**src/rtl/seven_segment_scan_decoder.sv**
```systemverilog
// Receive-side decoder for a scanned 4-digit seven-segment display: debounces each slot,
// decodes glyphs and publishes whole frames. Define SEVEN_SEGMENT_HEX_EN to accept A-F glyphs.
module seven_segment_scan_decoder #(
    parameter int SETTLE_N  = 4,
    parameter int TIMEOUT_N = 65536,
    parameter int STABLE_N  = 2
) (
    input  logic        clk_i,
    input  logic        reset_i,
    input  logic [3:0]  an_i,
    input  logic [6:0]  seven_segment_i,
    input  logic        dp_i,
    output logic [15:0] digits_o,
    output logic [3:0]  dp_o,
    output logic [3:0]  blank_o,
    output logic        frame_valid_o,
    output logic        stable_o,
    output logic        seg_err_o,
    output logic        an_err_o,
    output logic        timeout_o,
    input  logic        clear_err_i
);
    localparam int SW = $clog2(SETTLE_N + 1);
    localparam int TW = $clog2(TIMEOUT_N + 1);
    localparam int MW = $clog2(STABLE_N + 1);
    localparam logic [SW-1:0] SETTLE_MAX   = SW'(SETTLE_N);
    localparam logic [TW-1:0] TIMEOUT_MAX  = TW'(TIMEOUT_N);
    localparam logic [TW-1:0] TIMEOUT_LAST = TW'(TIMEOUT_N - 1);
    localparam logic [MW-1:0] MATCH_MAX    = MW'(STABLE_N - 1);

    // Result packing: {illegal, blank, code[3:0]}; segments are active-low {g,f,e,d,c,b,a}.
    function automatic logic [5:0] decode_seg(input logic [6:0] seg);
        logic [5:0] res;
        case (seg)
            7'h40:   res = {1'b0, 1'b0, 4'h0};
            7'h79:   res = {1'b0, 1'b0, 4'h1};
            7'h24:   res = {1'b0, 1'b0, 4'h2};
            7'h30:   res = {1'b0, 1'b0, 4'h3};
            7'h19:   res = {1'b0, 1'b0, 4'h4};
            7'h12:   res = {1'b0, 1'b0, 4'h5};
            7'h02:   res = {1'b0, 1'b0, 4'h6};
            7'h78:   res = {1'b0, 1'b0, 4'h7};
            7'h00:   res = {1'b0, 1'b0, 4'h8};
            7'h10:   res = {1'b0, 1'b0, 4'h9};
            7'h7F:   res = {1'b0, 1'b1, 4'h0};
`ifdef SEVEN_SEGMENT_HEX_EN
            7'h08:   res = {1'b0, 1'b0, 4'hA};
            7'h03:   res = {1'b0, 1'b0, 4'hB};
            7'h46:   res = {1'b0, 1'b0, 4'hC};
            7'h21:   res = {1'b0, 1'b0, 4'hD};
            7'h06:   res = {1'b0, 1'b0, 4'hE};
            7'h0E:   res = {1'b0, 1'b0, 4'hF};
`endif
            default: res = {1'b1, 1'b0, 4'h0};
        endcase
        return res;
    endfunction

    logic [3:0]    an_r, an_prev_r;
    logic [6:0]    seg_r, seg_prev_r;
    logic          dp_r, dp_prev_r;
    logic [SW-1:0] settle_r;
    logic [3:0]    mask_r;
    logic [15:0]   shadow_digits_r;
    logic [3:0]    shadow_dp_r, shadow_blank_r;
    logic [TW-1:0] tcnt_r;
    logic [MW-1:0] match_r;
    logic          have_prev_r;
    logic [15:0]   digits_r;
    logic [3:0]    dp_out_r, blank_r;
    logic          frame_valid_r, stable_r, seg_err_r, an_err_r, timeout_r;

    logic          single_s, multi_s, same_s, capture_s, publish_s, expire_s, frame_match_s;
    logic [1:0]    slot_s;
    logic [3:0]    cap_mask_s;
    logic [5:0]    dec_s;
    logic [SW-1:0] settle_next_s;
    logic [MW-1:0] match_next_s;

    // Slot classification, settle tracking and publish/timeout decisions on the sampled inputs.
    always_comb begin
        single_s = 1'b1;
        slot_s   = 2'd0;
        case (an_r)
            4'b1110: slot_s = 2'd0;
            4'b1101: slot_s = 2'd1;
            4'b1011: slot_s = 2'd2;
            4'b0111: slot_s = 2'd3;
            default: begin
                slot_s   = 2'd0;
                single_s = 1'b0;
            end
        endcase
        multi_s    = (!single_s) && (an_r != 4'hF);
        same_s     = ({an_r, seg_r, dp_r} == {an_prev_r, seg_prev_r, dp_prev_r});
        cap_mask_s = ~an_r;
        dec_s      = decode_seg(seg_r);

        if (!single_s) begin
            settle_next_s = {SW{1'b0}};
        end else if (!same_s) begin
            settle_next_s = SW'(1'b1);
        end else if (settle_r == SETTLE_MAX) begin
            settle_next_s = settle_r;
        end else begin
            settle_next_s = settle_r + SW'(1'b1);
        end
        // A saturated counter on an unchanged pattern means this slot was already taken.
        capture_s = single_s && (settle_next_s == SETTLE_MAX) &&
                    !(same_s && (settle_r == SETTLE_MAX));

        publish_s = (mask_r == 4'hF);
        expire_s  = !capture_s && !publish_s && (mask_r != 4'h0) && (tcnt_r >= TIMEOUT_LAST);

        frame_match_s = ({shadow_digits_r, shadow_dp_r, shadow_blank_r} ==
                         {digits_r, dp_out_r, blank_r});
        if (have_prev_r && frame_match_s) begin
            if (match_r == MATCH_MAX) begin
                match_next_s = match_r;
            end else begin
                match_next_s = match_r + MW'(1'b1);
            end
        end else begin
            match_next_s = {MW{1'b0}};
        end
    end

    // Input sampling and per-slot settle counter.
    always_ff @(posedge clk_i) begin
        if (reset_i) begin
            an_r       <= 4'hF;
            seg_r      <= 7'h7F;
            dp_r       <= 1'b1;
            an_prev_r  <= 4'hF;
            seg_prev_r <= 7'h7F;
            dp_prev_r  <= 1'b1;
            settle_r   <= {SW{1'b0}};
        end else begin
            an_r       <= an_i;
            seg_r      <= seven_segment_i;
            dp_r       <= dp_i;
            an_prev_r  <= an_r;
            seg_prev_r <= seg_r;
            dp_prev_r  <= dp_r;
            settle_r   <= settle_next_s;
        end
    end

    // Slot capture into the shadow frame, capture mask and inactivity timer.
    always_ff @(posedge clk_i) begin
        if (reset_i) begin
            mask_r          <= 4'h0;
            shadow_digits_r <= 16'h0000;
            shadow_dp_r     <= 4'h0;
            shadow_blank_r  <= 4'h0;
            tcnt_r          <= {TW{1'b0}};
        end else begin
            if (capture_s) begin
                shadow_digits_r[{slot_s, 2'b00} +: 4] <= dec_s[3:0];
                shadow_dp_r[slot_s]                   <= ~dp_r;
                shadow_blank_r[slot_s]                <= dec_s[4];
            end
            if (publish_s) begin
                mask_r <= capture_s ? cap_mask_s : 4'h0;
            end else if (expire_s) begin
                mask_r <= 4'h0;
            end else if (capture_s) begin
                mask_r <= mask_r | cap_mask_s;
            end else begin
                mask_r <= mask_r;
            end
            if (capture_s) begin
                tcnt_r <= {TW{1'b0}};
            end else if (tcnt_r != TIMEOUT_MAX) begin
                tcnt_r <= tcnt_r + TW'(1'b1);
            end else begin
                tcnt_r <= tcnt_r;
            end
        end
    end

    // Frame publish and stability tracking.
    always_ff @(posedge clk_i) begin
        if (reset_i) begin
            digits_r      <= 16'h0000;
            dp_out_r      <= 4'h0;
            blank_r       <= 4'h0;
            frame_valid_r <= 1'b0;
            stable_r      <= 1'b0;
            match_r       <= {MW{1'b0}};
            have_prev_r   <= 1'b0;
        end else if (publish_s) begin
            digits_r      <= shadow_digits_r;
            dp_out_r      <= shadow_dp_r;
            blank_r       <= shadow_blank_r;
            frame_valid_r <= 1'b1;
            match_r       <= match_next_s;
            stable_r      <= (match_next_s == MATCH_MAX);
            have_prev_r   <= 1'b1;
        end else begin
            frame_valid_r <= 1'b0;
        end
    end

    // Sticky error flags; a new error outranks a simultaneous clear.
    always_ff @(posedge clk_i) begin
        if (reset_i) begin
            seg_err_r <= 1'b0;
            an_err_r  <= 1'b0;
            timeout_r <= 1'b0;
        end else begin
            if (capture_s && dec_s[5]) begin
                seg_err_r <= 1'b1;
            end else if (clear_err_i) begin
                seg_err_r <= 1'b0;
            end else begin
                seg_err_r <= seg_err_r;
            end
            if (multi_s) begin
                an_err_r <= 1'b1;
            end else if (clear_err_i) begin
                an_err_r <= 1'b0;
            end else begin
                an_err_r <= an_err_r;
            end
            if (expire_s) begin
                timeout_r <= 1'b1;
            end else if (clear_err_i) begin
                timeout_r <= 1'b0;
            end else begin
                timeout_r <= timeout_r;
            end
        end
    end

    assign digits_o      = digits_r;
    assign dp_o          = dp_out_r;
    assign blank_o       = blank_r;
    assign frame_valid_o = frame_valid_r;
    assign stable_o      = stable_r;
    assign seg_err_o     = seg_err_r;
    assign an_err_o      = an_err_r;
    assign timeout_o     = timeout_r;

endmodule

```
**config.mk**
```make
export PLATFORM = sky130hd
export DESIGN_NAME = seven_segment_scan_decoder
export DESIGN_NICKNAME = d
export VERILOG_FILES = /design/src/rtl/seven_segment_scan_decoder.sv
export SDC_FILE = /design/constraint.sdc
export NUM_CORES = 1
export LEC_CHECK = 0
export BUFFER_PORTS_ARGS = -buffer_cell sky130_fd_sc_hd__buf_2
export CAP_MARGIN = 10
export CORE_ASPECT_RATIO = 1.75
export CORE_MARGIN = 4
export CORE_UTILIZATION = 53
export DETAILED_ROUTE_END_ITERATION = 7
export PLACE_DENSITY_LB_ADDON = 0.3
export SYNTH_ARGS = -nofsm -noshare
export SYNTH_HDL_FRONTEND = slang
export SYNTH_SLANG_ARGS = --single-unit
```
**constraint.sdc**
```tcl
create_clock -name clk_i -period 2.5 [get_ports clk_i]
set_clock_uncertainty 0.1 [all_clocks]
set_input_delay 0.375 -clock clk_i [delete_from_list [all_inputs] [get_ports clk_i]]
set_output_delay 0.375 -clock clk_i [all_outputs]
set_load 0.01 [all_outputs]
```
==> impl_metrics.env, run 1 <==
export IMPL_reg2reg_to="shadow_digits_r[15]"
export IMPL_cp_slowest_stage_delay_ns=0.59
export IMPL_fin_crit_sh_pct=93.9
export IMPL_hpwl_mm=7.20
export IMPL_grt_max_degree=52
export IMPL_ant_nets=0
export IMPL_fmax_mhz=426
export IMPL_critPathTopFamily="simple AND/OR/NAND/NOR gates"
export IMPL_synth_common_cells="dfxtp_1, nand2_1, a21oi_1"
export IMPL_wire_per_inst_um=14.0
export IMPL_grt_overflow=0
export IMPL_synth_ff_type="dfxtp_1"
export IMPL_place_inst=680
export IMPL_min_to="seg_r[6]"
export IMPL_cp_max_fo=8
export IMPL_synth_edf_count=0
export IMPL_fill_cells=747
export IMPL_drt_iter0_markers=264
export IMPL_timing_setup_tns_ns=0
export IMPL_num_io_pins=44
export IMPL_grt_pass1_vias=3585
export IMPL_portBuffers=43
export IMPL_cellLeakagePower_nw=2.10
export IMPL_final_cells=696
export IMPL_arrival_ns=2.48
export IMPL_fin_nets=598
export IMPL_path_clk_slew_ns=0.06
export IMPL_setup_violations=0
export IMPL_min_path_cells=2
export IMPL_firstDrtPassIters=4
export IMPL_coreArea_sq_um=8730
export IMPL_min_period_ns=2.35
export IMPL_syn_area_per_cell_sq_um=8.91
export IMPL_cp_cell_sequence="xor2_1, or4_1, nor4_4, buf_4, nand3_2, mux2_2"
export IMPL_drcViolationCount=0
export IMPL_hold_path_startpoint="seven_segment_i[6]"
export IMPL_end_kind="register"
export IMPL_register_area_sq_um=2080
export IMPL_synth_top_area_share_pct=43.7
export IMPL_rsz0062_at_grt="false"
export IMPL_cts_hold_buffers_added=0
export IMPL_min_path_type="in2reg"
export IMPL_required_ns=2.63
export IMPL_clockBufferDepth=2
export IMPL_h_tree_depth=3
export IMPL_yosysMostFrequentCell="dfxtp_1"
export IMPL_start_kind="register"
export IMPL_maxSlewHeadroom_pct=59.0
export IMPL_slowest_stage="or4_1"
export IMPL_clk_latency_ns=0.34
export IMPL_ys_seq_area_share_pct=43.7
export IMPL_die_w_um=79.7
export IMPL_finalHoldViolCount=0
export IMPL_antenna_found_initial=0
export IMPL_grt_total_usage_pct=19.4
export IMPL_drive_gt1_share_pct=20.0
export IMPL_slew_violations=0
export IMPL_status="finished clean"
export IMPL_synth_area_leaders="dfxtp_1, xnor2_1, nand2_1"
export IMPL_cts_sinks=104
export IMPL_powerDensity_nw_per_um2=609
export IMPL_routed_wl_mm=9.77
export IMPL_gp_congestion=0.828
export IMPL_multiInputGateArea_sq_um=2520
export IMPL_reg2reg_from="seg_r[6]"
export IMPL_path_buf_inv=1
export IMPL_die_area_sq_um=10600
export IMPL_worstSetupPathType="reg2reg"
export IMPL_cts_tree="built"
export IMPL_synth_top_cell_by_area="dfxtp_1"
export IMPL_ys_warn_count=0
export IMPL_syn_nets=559
export IMPL_ys_types=47
export IMPL_num_rows=45
export IMPL_syn_area_sq_um=4770
export IMPL_syn2layout_area_growth_pct=13.5
export IMPL_vias=3742
export IMPL_grt_first_pass_wirelength_mm=16.4
export IMPL_ir_worst_vdd_uv=539
export IMPL_async_reset_ff_share_pct=0
export IMPL_viasPerCell=5.38
export IMPL_synth_cells=535
export IMPL_clockRootBuffer="clkbuf_16"
export IMPL_r2r_cells=6
export IMPL_antenna_diode_count=0
export IMPL_tightestPinTransition_ns=0.614
export IMPL_numCtsBuffers=9
export IMPL_die_y_um=133
export IMPL_postCtsSetupRepairBufs=0
export IMPL_maxCapViolations=0
export IMPL_ys_ff_latch=104
export IMPL_r2r_slack_ns=0.15
export IMPL_start_util_pct=54.6
-- routing by layer --
metal,track usage [%],up-vias,part of all wire [%]
met4,7.55,0,2.5
met3,3.99,21,3.9
met1,23.1,1741,42
met2,33.3,99,52
li1,-,1881,-
met5,0,-,0
-- worst max-delay path by stage --
stage                     endpoint  cells after the start  slack (ns)        start
5_1_grt                  timeout_o                     10        0.02    tcnt_r[0]
2_1_floorplan  shadow_digits_r[12]                      7        0.12      an_r[1]
6_report       shadow_digits_r[15]                      6        0.15     seg_r[6]
4_1_cts        shadow_digits_r[15]                      5        0.05      an_r[3]
3_5_place_dp    shadow_digits_r[9]                      7        0.06  settle_r[0]
3_3_place_gp   shadow_digits_r[15]                      7        0.14  settle_r[0]
-- power breakdown --
group	internal (mW)	switching, mW	total (mW)
clock network	0.802	0.594	1.40
logic	0.0835	0.107	0.191
registers	1.68	0.0275	1.71
total	2.57	0.729	3.30
-- flip-flops by register name, indices dropped and copies added, names as in the netlist, 2 cells and up --
name,count
an_prev_r,4
an_r,4
blank_o,4
digits_o,16
dp_o,4
mask_r,4
match_r,2
seg_prev_r,7
seg_r,7
settle_r,3
shadow_blank_r,4
shadow_digits_r,16
shadow_dp_r,4
tcnt_r,17
-- timing repair --
action | in CTS | in global routing
endpoints found under the setup margin | 0 | 16
hold endpoints to repair | 0 | 0
resized for setup | 0 | 3
-- metrics by stage --
stage                     instance area (sq um)  hold WS [ns]  util (%)  setup slack [ns]  total power [mW]
after floorplan                            4770         0.340         -             0.123              1.89
after global placement                     5110         0.338      58.5             0.135              1.93
after detailed placement                   5110         0.353      58.5            0.0596              1.94
after CTS                                  5410         0.101      61.9            0.0542              3.33
after global routing                       5410         0.106      62.0            0.0248              3.42
final                                      5410         0.112      62.0             0.153              3.30
-- worst reg2reg max path, stage by stage, from the launching register on --
cell and delay [ns]:
dfxtp_1 0.47, xor2_1 0.12, or4_1 0.59, nor4_4 0.25, buf_4 0.19, nand3_2 0.18
mux2_2 0.33
-- cell type report --
cell class / instances / share of cell area [%]
clock inverters: 5 / 1.04
repair buffers: 57 / 5.92
clock buffers: 11 / 4.49
inverters: 10 / 0.694
multi-input cells: 392 / 46.6
well taps: 117 / 2.71
flip-flops and latches: 104 / 38.5
-- kinds of logic after synthesis --
| family | Yosys count | share of synthesized area, % |
|---|---|---|
| compound gates | 53 | 6.59 |
| simple gates | 248 | 27.9 |
| flops | 104 | 43.7 |
| buf+inv | 39 | 3.44 |
| xor+xnor | 55 | 10.1 |
| mux | 26 | 5.67 |
| fa+ha+maj | 10 | 2.57 |
-- placed cells by master (no fill, tap or decap), types with 3 or more instances in the layout --
master	synthesis	final
mux2i_1	18	18
xnor2_1	31	31
nor2b_1	11	11
nand4_1	12	12
nor2_1	34	33
ha_1	9	9
nor4_1	7	7
nand2b_1	24	24
mux2_2	8	8
or4_1	3	3
inv_1	10	10
clkbuf_16	0	9
nand2_1	70	70
nand3b_1	7	7
or3_1	3	3
a32oi_1	4	4
xor2_1	24	24
or2_2	26	26
buf_2	4	43
nand3_1	12	12
nor3_1	16	16
a21oi_1	36	36
dfxtp_1	104	102
nand3_2	4	4
and2_1	3	3
buf_4	1	14
and4_1	6	6
Note: power is estimated with default switching activity, not from simulation.
==> inputs of run 2 (changes only) <==
MAX_ROUTING_LAYER = met4   (was default)
==> impl_metrics.env, run 2 (synthesis results as in run 1) <==
export IMPL_status="finished clean"
export IMPL_drive_gt1_share_pct=20.0
export IMPL_grt_overflow=0
export IMPL_finish_utilization_pct=62.0
export IMPL_drt_iter0_markers=224
export IMPL_fmax_mhz=427
export IMPL_reg2reg_to="shadow_digits_r[15]"
export IMPL_required_ns=2.63
export IMPL_design_area_sq_um=5410
export IMPL_grt_max_degree=52
export IMPL_gp_congestion=0.841
export IMPL_tightestPinTransition_ns=0.608
export IMPL_grt_first_pass_wirelength_mm=16.4
export IMPL_place_area_sq_um=5110
export IMPL_drcViolationCount=0
export IMPL_timing_setup_tns_ns=0
export IMPL_cts_sinks=104
export IMPL_startpoint="seg_r[6]"
export IMPL_maxSlewHeadroom_pct=59.3
export IMPL_clk_latency_ns=0.34
export IMPL_antenna_diode_count=0
export IMPL_ir_worst_vdd_uv=539
export IMPL_path_clk_slew_ns=0.06
export IMPL_arrival_ns=2.47
export IMPL_largest_register="tcnt_r"
export IMPL_min_path_type="in2reg"
export IMPL_cp_max_fo=8
export IMPL_clockBufferDepth=2
export IMPL_r2r_cells=6
export IMPL_grt_total_usage_pct=19.9
export IMPL_die_area_sq_um=10600
export IMPL_firstDrtPassIters=4
export IMPL_cts_hold_buffers_added=0
export IMPL_worstSetupPathType="reg2reg"
export IMPL_viasPerCell=5.35
export IMPL_mostFrequentLayoutCells="dfxtp_1, nand2_1, buf_2, a21oi_1, nor2_1"
export IMPL_min_period_ns=2.34
export IMPL_largest_reg_flops=17
export IMPL_finalHoldViolCount=0
export IMPL_r2r_slack_ns=0.16
export IMPL_end_kind="register"
export IMPL_cellLeakagePower_nw=2.10
export IMPL_numCtsBuffers=9
export IMPL_hold_path_startpoint="seven_segment_i[6]"
export IMPL_start_util_pct=54.6
export IMPL_fin_nets=598
export IMPL_start_kind="register"
export IMPL_die_y_um=133
export IMPL_hpwl_mm=7.20
export IMPL_min_to="seg_r[6]"
export IMPL_syn2layout_area_growth_pct=13.5
export IMPL_coreArea_sq_um=8730
export IMPL_powerDensity_nw_per_um2=608
export IMPL_cts_resized=0
export IMPL_min_path_cells=2
export IMPL_setup_violations=0
export IMPL_postCtsSetupRepairBufs=0
export IMPL_antenna_found_initial=0
export IMPL_vias=3725
export IMPL_h_tree_depth=3
export IMPL_maxCapViolations=0
export IMPL_routed_wl_mm=9.78
export IMPL_clockRootBuffer="clkbuf_16"
export IMPL_num_io_pins=44
export IMPL_portBuffers=43
export IMPL_wire_per_inst_um=14.0
export IMPL_grt_pass1_vias=3585
export IMPL_ant_nets=0
export IMPL_die_w_um=79.7
export IMPL_cts_tree="built"
export IMPL_reg2reg_from="seg_r[6]"
export IMPL_final_common_cell="dfxtp_1"
export IMPL_fin_crit_sh_pct=93.8
export IMPL_num_rows=45
export IMPL_rsz0062_at_grt="false"
export IMPL_slew_violations=0
run 2: cell counts in the layout (fill, tap and decap cells not counted):
No cell type changed its count.
run 2: stage by stage:
stage | std cells | total power, mW | hold slack, ns | setup WS (ns)
2_1_floorplan | 535 | 1.89 | 0.340 | 0.123
3_3_place_gp | 680 | 1.93 | 0.338 | 0.135
3_5_place_dp | 680 | 1.94 | 0.353 | 0.0596
4_1_cts | 696 | 3.33 | 0.101 | 0.0542
5_1_grt | 696 | 3.42 | 0.109 | 0.0248
6_report | 696 | 3.29 | 0.114 | 0.156
run 2: how the worst max path moves through the flow:
stage,end,depth (start not counted),slack [ns]
2_1_floorplan,shadow_digits_r[12],7,0.12
3_3_place_gp,shadow_digits_r[15],7,0.14
5_1_grt,timeout_o,10,0.02
6_report,shadow_digits_r[15],6,0.16
3_5_place_dp,shadow_digits_r[9],7,0.06
4_1_cts,shadow_digits_r[15],5,0.05
run 2: final cells by class:
type,count,area [sq um]
Clock buffer,11,243
Clock inverter,5,56.3
Fill cell,747,3320
Inverter,10,37.5
Multi-Input combinational cell,392,2520
Sequential cell,104,2080
Tap cell,117,146
Timing Repair Buffer,57,320
run 2: metal layers:
layer / up-vias / routed length, um / track usage, %
li1: 1881 / - / -
met1: 1741 / 4150 / 23.0
met2: 82 / 5080 / 33.4
met3: 21 / 313 / 3.18
met4: 0 / 233 / 8.41
met5: - / 0 / -
run 2: power by group:
group / total [mW] / internal [mW] / switching [mW] / leakage (nW)
Combinational: 0.191 / 0.0835 / 0.107 / 1.12
Clock: 1.39 / 0.802 / 0.589 / 0.145
Sequential: 1.71 / 1.68 / 0.0273 / 0.844
run 2: critical path, cell delays in order (launching register included):
cell	delay [ns]
dfxtp_1	0.46
xor2_1	0.12
or4_1	0.59
nor4_4	0.25
buf_4	0.19
nand3_2	0.18
mux2_2	0.33
==> inputs of run 3 (changes only) <==
ABC_AREA = 1   (was default)
CORE_UTILIZATION = 51   (was 53)
==> impl_metrics.env, run 3 <==
export IMPL_drcViolationCount=0
export IMPL_numCtsBuffers=9
export IMPL_status="finished clean"
export IMPL_cp_cell_sequence="nand2_1, inv_2, nand3_2, a21oi_2, nand3_2, nor2_4, nand2_8, inv_2, nand2_1, nand2_1, inv_1, nor2_1"
export IMPL_design_area_sq_um=5590
export IMPL_synth_common_cells="nand2_1, dfxtp_1, inv_1"
export IMPL_grt_overflow=0
export IMPL_maxCapViolations=0
export IMPL_maxSlewHeadroom_pct=49.7
export IMPL_yosysMostFrequentCell="nand2_1"
export IMPL_mostFrequentLayoutCells="nand2_1, dfxtp_1, inv_1, nor2_1, a21oi_1"
export IMPL_cpMostUsedCell="nand2_1"
export IMPL_die_area_sq_um=11400
export IMPL_firstDrtPassIters=7
export IMPL_required_ns=2.67
export IMPL_die_y_um=138
export IMPL_ys_types=35
export IMPL_grt_max_degree=49
export IMPL_min_path_type="in2reg"
export IMPL_fin_nets=755
export IMPL_hpwl_mm=8.43
export IMPL_critPathTopFamily="simple AND/OR/NAND/NOR gates"
export IMPL_syn_nets=712
export IMPL_place_area_sq_um=5260
export IMPL_grt_pass1_vias=4279
export IMPL_start_util_pct=52.1
export IMPL_slowest_stage="dfxtp_1"
export IMPL_grt_total_usage_pct=21.1
export IMPL_coreArea_sq_um=9470
export IMPL_ys_seq_area_share_pct=42.2
export IMPL_syn_area_per_cell_sq_um=7.17
export IMPL_slew_violations=0
export IMPL_clk_latency_ns=0.35
export IMPL_start_kind="register"
export IMPL_ir_worst_vdd_uv=440
export IMPL_min_period_ns=2.25
export IMPL_cts_sinks=104
export IMPL_powerDensity_nw_per_um2=604
export IMPL_syn2layout_area_growth_pct=13.3
export IMPL_gp_congestion=0.906
export IMPL_cts_tree="built"
export IMPL_synth_cells=688
export IMPL_synth_area_leaders="dfxtp_1, nand2_1, inv_1"
export IMPL_largest_reg_flops=17
export IMPL_final_common_cell="nand2_1"
export IMPL_h_tree_depth=3
export IMPL_routed_wl_mm=11.0
export IMPL_rsz0062_at_grt="false"
export IMPL_synth_edf_count=0
export IMPL_path_buf_inv=3
export IMPL_cellLeakagePower_nw=2.69
export IMPL_viasPerCell=5.12
export IMPL_synth_top_cell_by_area="dfxtp_1"
export IMPL_arrival_ns=2.43
export IMPL_setup_violations=0
export IMPL_antenna_diode_count=0
export IMPL_drt_iter0_markers=218
export IMPL_timing_setup_tns_ns=0
export IMPL_cp_max_fo=11
export IMPL_synth_top_area_share_pct=42.2
export IMPL_clockRootBuffer="clkbuf_16"
export IMPL_end_kind="register"
export IMPL_finalHoldViolCount=0
export IMPL_clockBufferDepth=2
export IMPL_fin_crit_sh_pct=90.1
export IMPL_ant_nets=0
export IMPL_ys_ff_latch=104
export IMPL_grt_first_pass_wirelength_mm=18.6
export IMPL_ys_warn_count=0
export IMPL_num_io_pins=44
export IMPL_cp_slowest_stage_delay_ns=0.44
export IMPL_tightestPinTransition_ns=0.748
export IMPL_antenna_found_initial=0
export IMPL_die_w_um=82.3
export IMPL_wire_per_inst_um=12.9
export IMPL_num_rows=47
export IMPL_worstSetupPathType="reg2reg"
export IMPL_fmax_mhz=444
export IMPL_synth_ff_type="dfxtp_1"
export IMPL_path_clk_slew_ns=0.07
export IMPL_portBuffers=43
export IMPL_vias=4386
export IMPL_largest_register="tcnt_r"
export IMPL_async_reset_ff_share_pct=0
export IMPL_drive_gt1_share_pct=13.5
export IMPL_syn_area_sq_um=4930
[run 3: changes by cell type after synthesis, sizes merged, moves of 18 or more]
cell    previous run  this run
mux2i             18         0
o21ai              3        42
nor2              34        83
a21oi             36        59
xnor2             31        10
inv               10       103
nand2             70       151
nand2b            24         0
[run 3: cell families (layout without fill, tap and decap cells)]
family | after synthesis | count (layout) | share of synthesized area (%)
AND/OR/NAND/NOR | 322 | 322 | 30.2
buffers and inverters | 121 | 167 | 9.72
AO/OA/AOI/OAI | 109 | 109 | 11.5
flip-flops | 104 | 104 | 42.2
XOR/XNOR | 23 | 23 | 4.08
adder cells (fa/ha/maj) | 9 | 9 | 2.28
[run 3: cell type report]
cell class	count	area (sq um)
clock inverters	4	70.1
inverters	103	387
clock buffers	10	239
multi-input cells	463	2390
flip-flops and latches	104	2080
fillers	879	3880
repair buffers	50	268
well taps	122	153
[run 3: through the flow]
| stage | worst slack (ns) | hold slack [ns] | instances | utilization (%) | power, mW |
|---|---|---|---|---|---|
| 3_3_place_gp | 0.193 | 0.349 | 841 | 55.5 | 1.94 |
| 3_5_place_dp | 0.172 | 0.356 | 841 | 55.5 | 1.95 |
| 5_1_grt | 0.00286 | 0.0995 | 856 | 59.0 | 3.50 |
| 4_1_cts | 0.163 | 0.0996 | 855 | 58.8 | 3.40 |
| 6_report | 0.248 | 0.105 | 856 | 59.0 | 3.37 |
| 2_1_floorplan | 0.484 | 0.336 | 688 | - | 1.89 |
[run 3: path summary, 6_finish.rpt]
kind	startpoint	endpoint	slack (ns)	depth (start not counted)
setup / recovery	an_r[0]	shadow_digits_r[3]	0.25	12
hold / removal	dp_i	dp_r	0.11	2
setup reg to reg	an_r[0]	shadow_digits_r[3]	0.25	12
hold reg to reg	stable_o	stable_o	0.37	2
[run 3: report_power, final]
group / switching, mW / total, mW / internal [mW]
Clock: 0.574 / 1.46 / 0.889
Sequential: 0.0246 / 1.71 / 1.68
Combinational: 0.137 / 0.205 / 0.0681
[run 3: worst reg2reg max path, cell delays in order (launching register included)]
cell and delay [ns]:
dfxtp_1 0.44, nand2_1 0.17, inv_2 0.08, nand3_2 0.13, a21oi_2 0.17, nand3_2 0.13
nor2_4 0.20, nand2_8 0.15, inv_2 0.14, nand2_1 0.18, nand2_1 0.12, inv_1 0.05
nor2_1 0.12
[run 3: routing by layer]
| metal | wire length, um | global-route usage, % |
|---|---|---|
| met5 | 0 | - |
| met4 | 363 | 9.11 |
| met3 | 364 | 3.71 |
| met2 | 6020 | 38.3 |
| met1 | 4300 | 21.1 |
[run 3: what timing repair did]
item,CTS,global route
hold buffers,0,0
buffers inserted,0,1
endpoints found under the setup margin,0,6
gates resized for setup,0,3
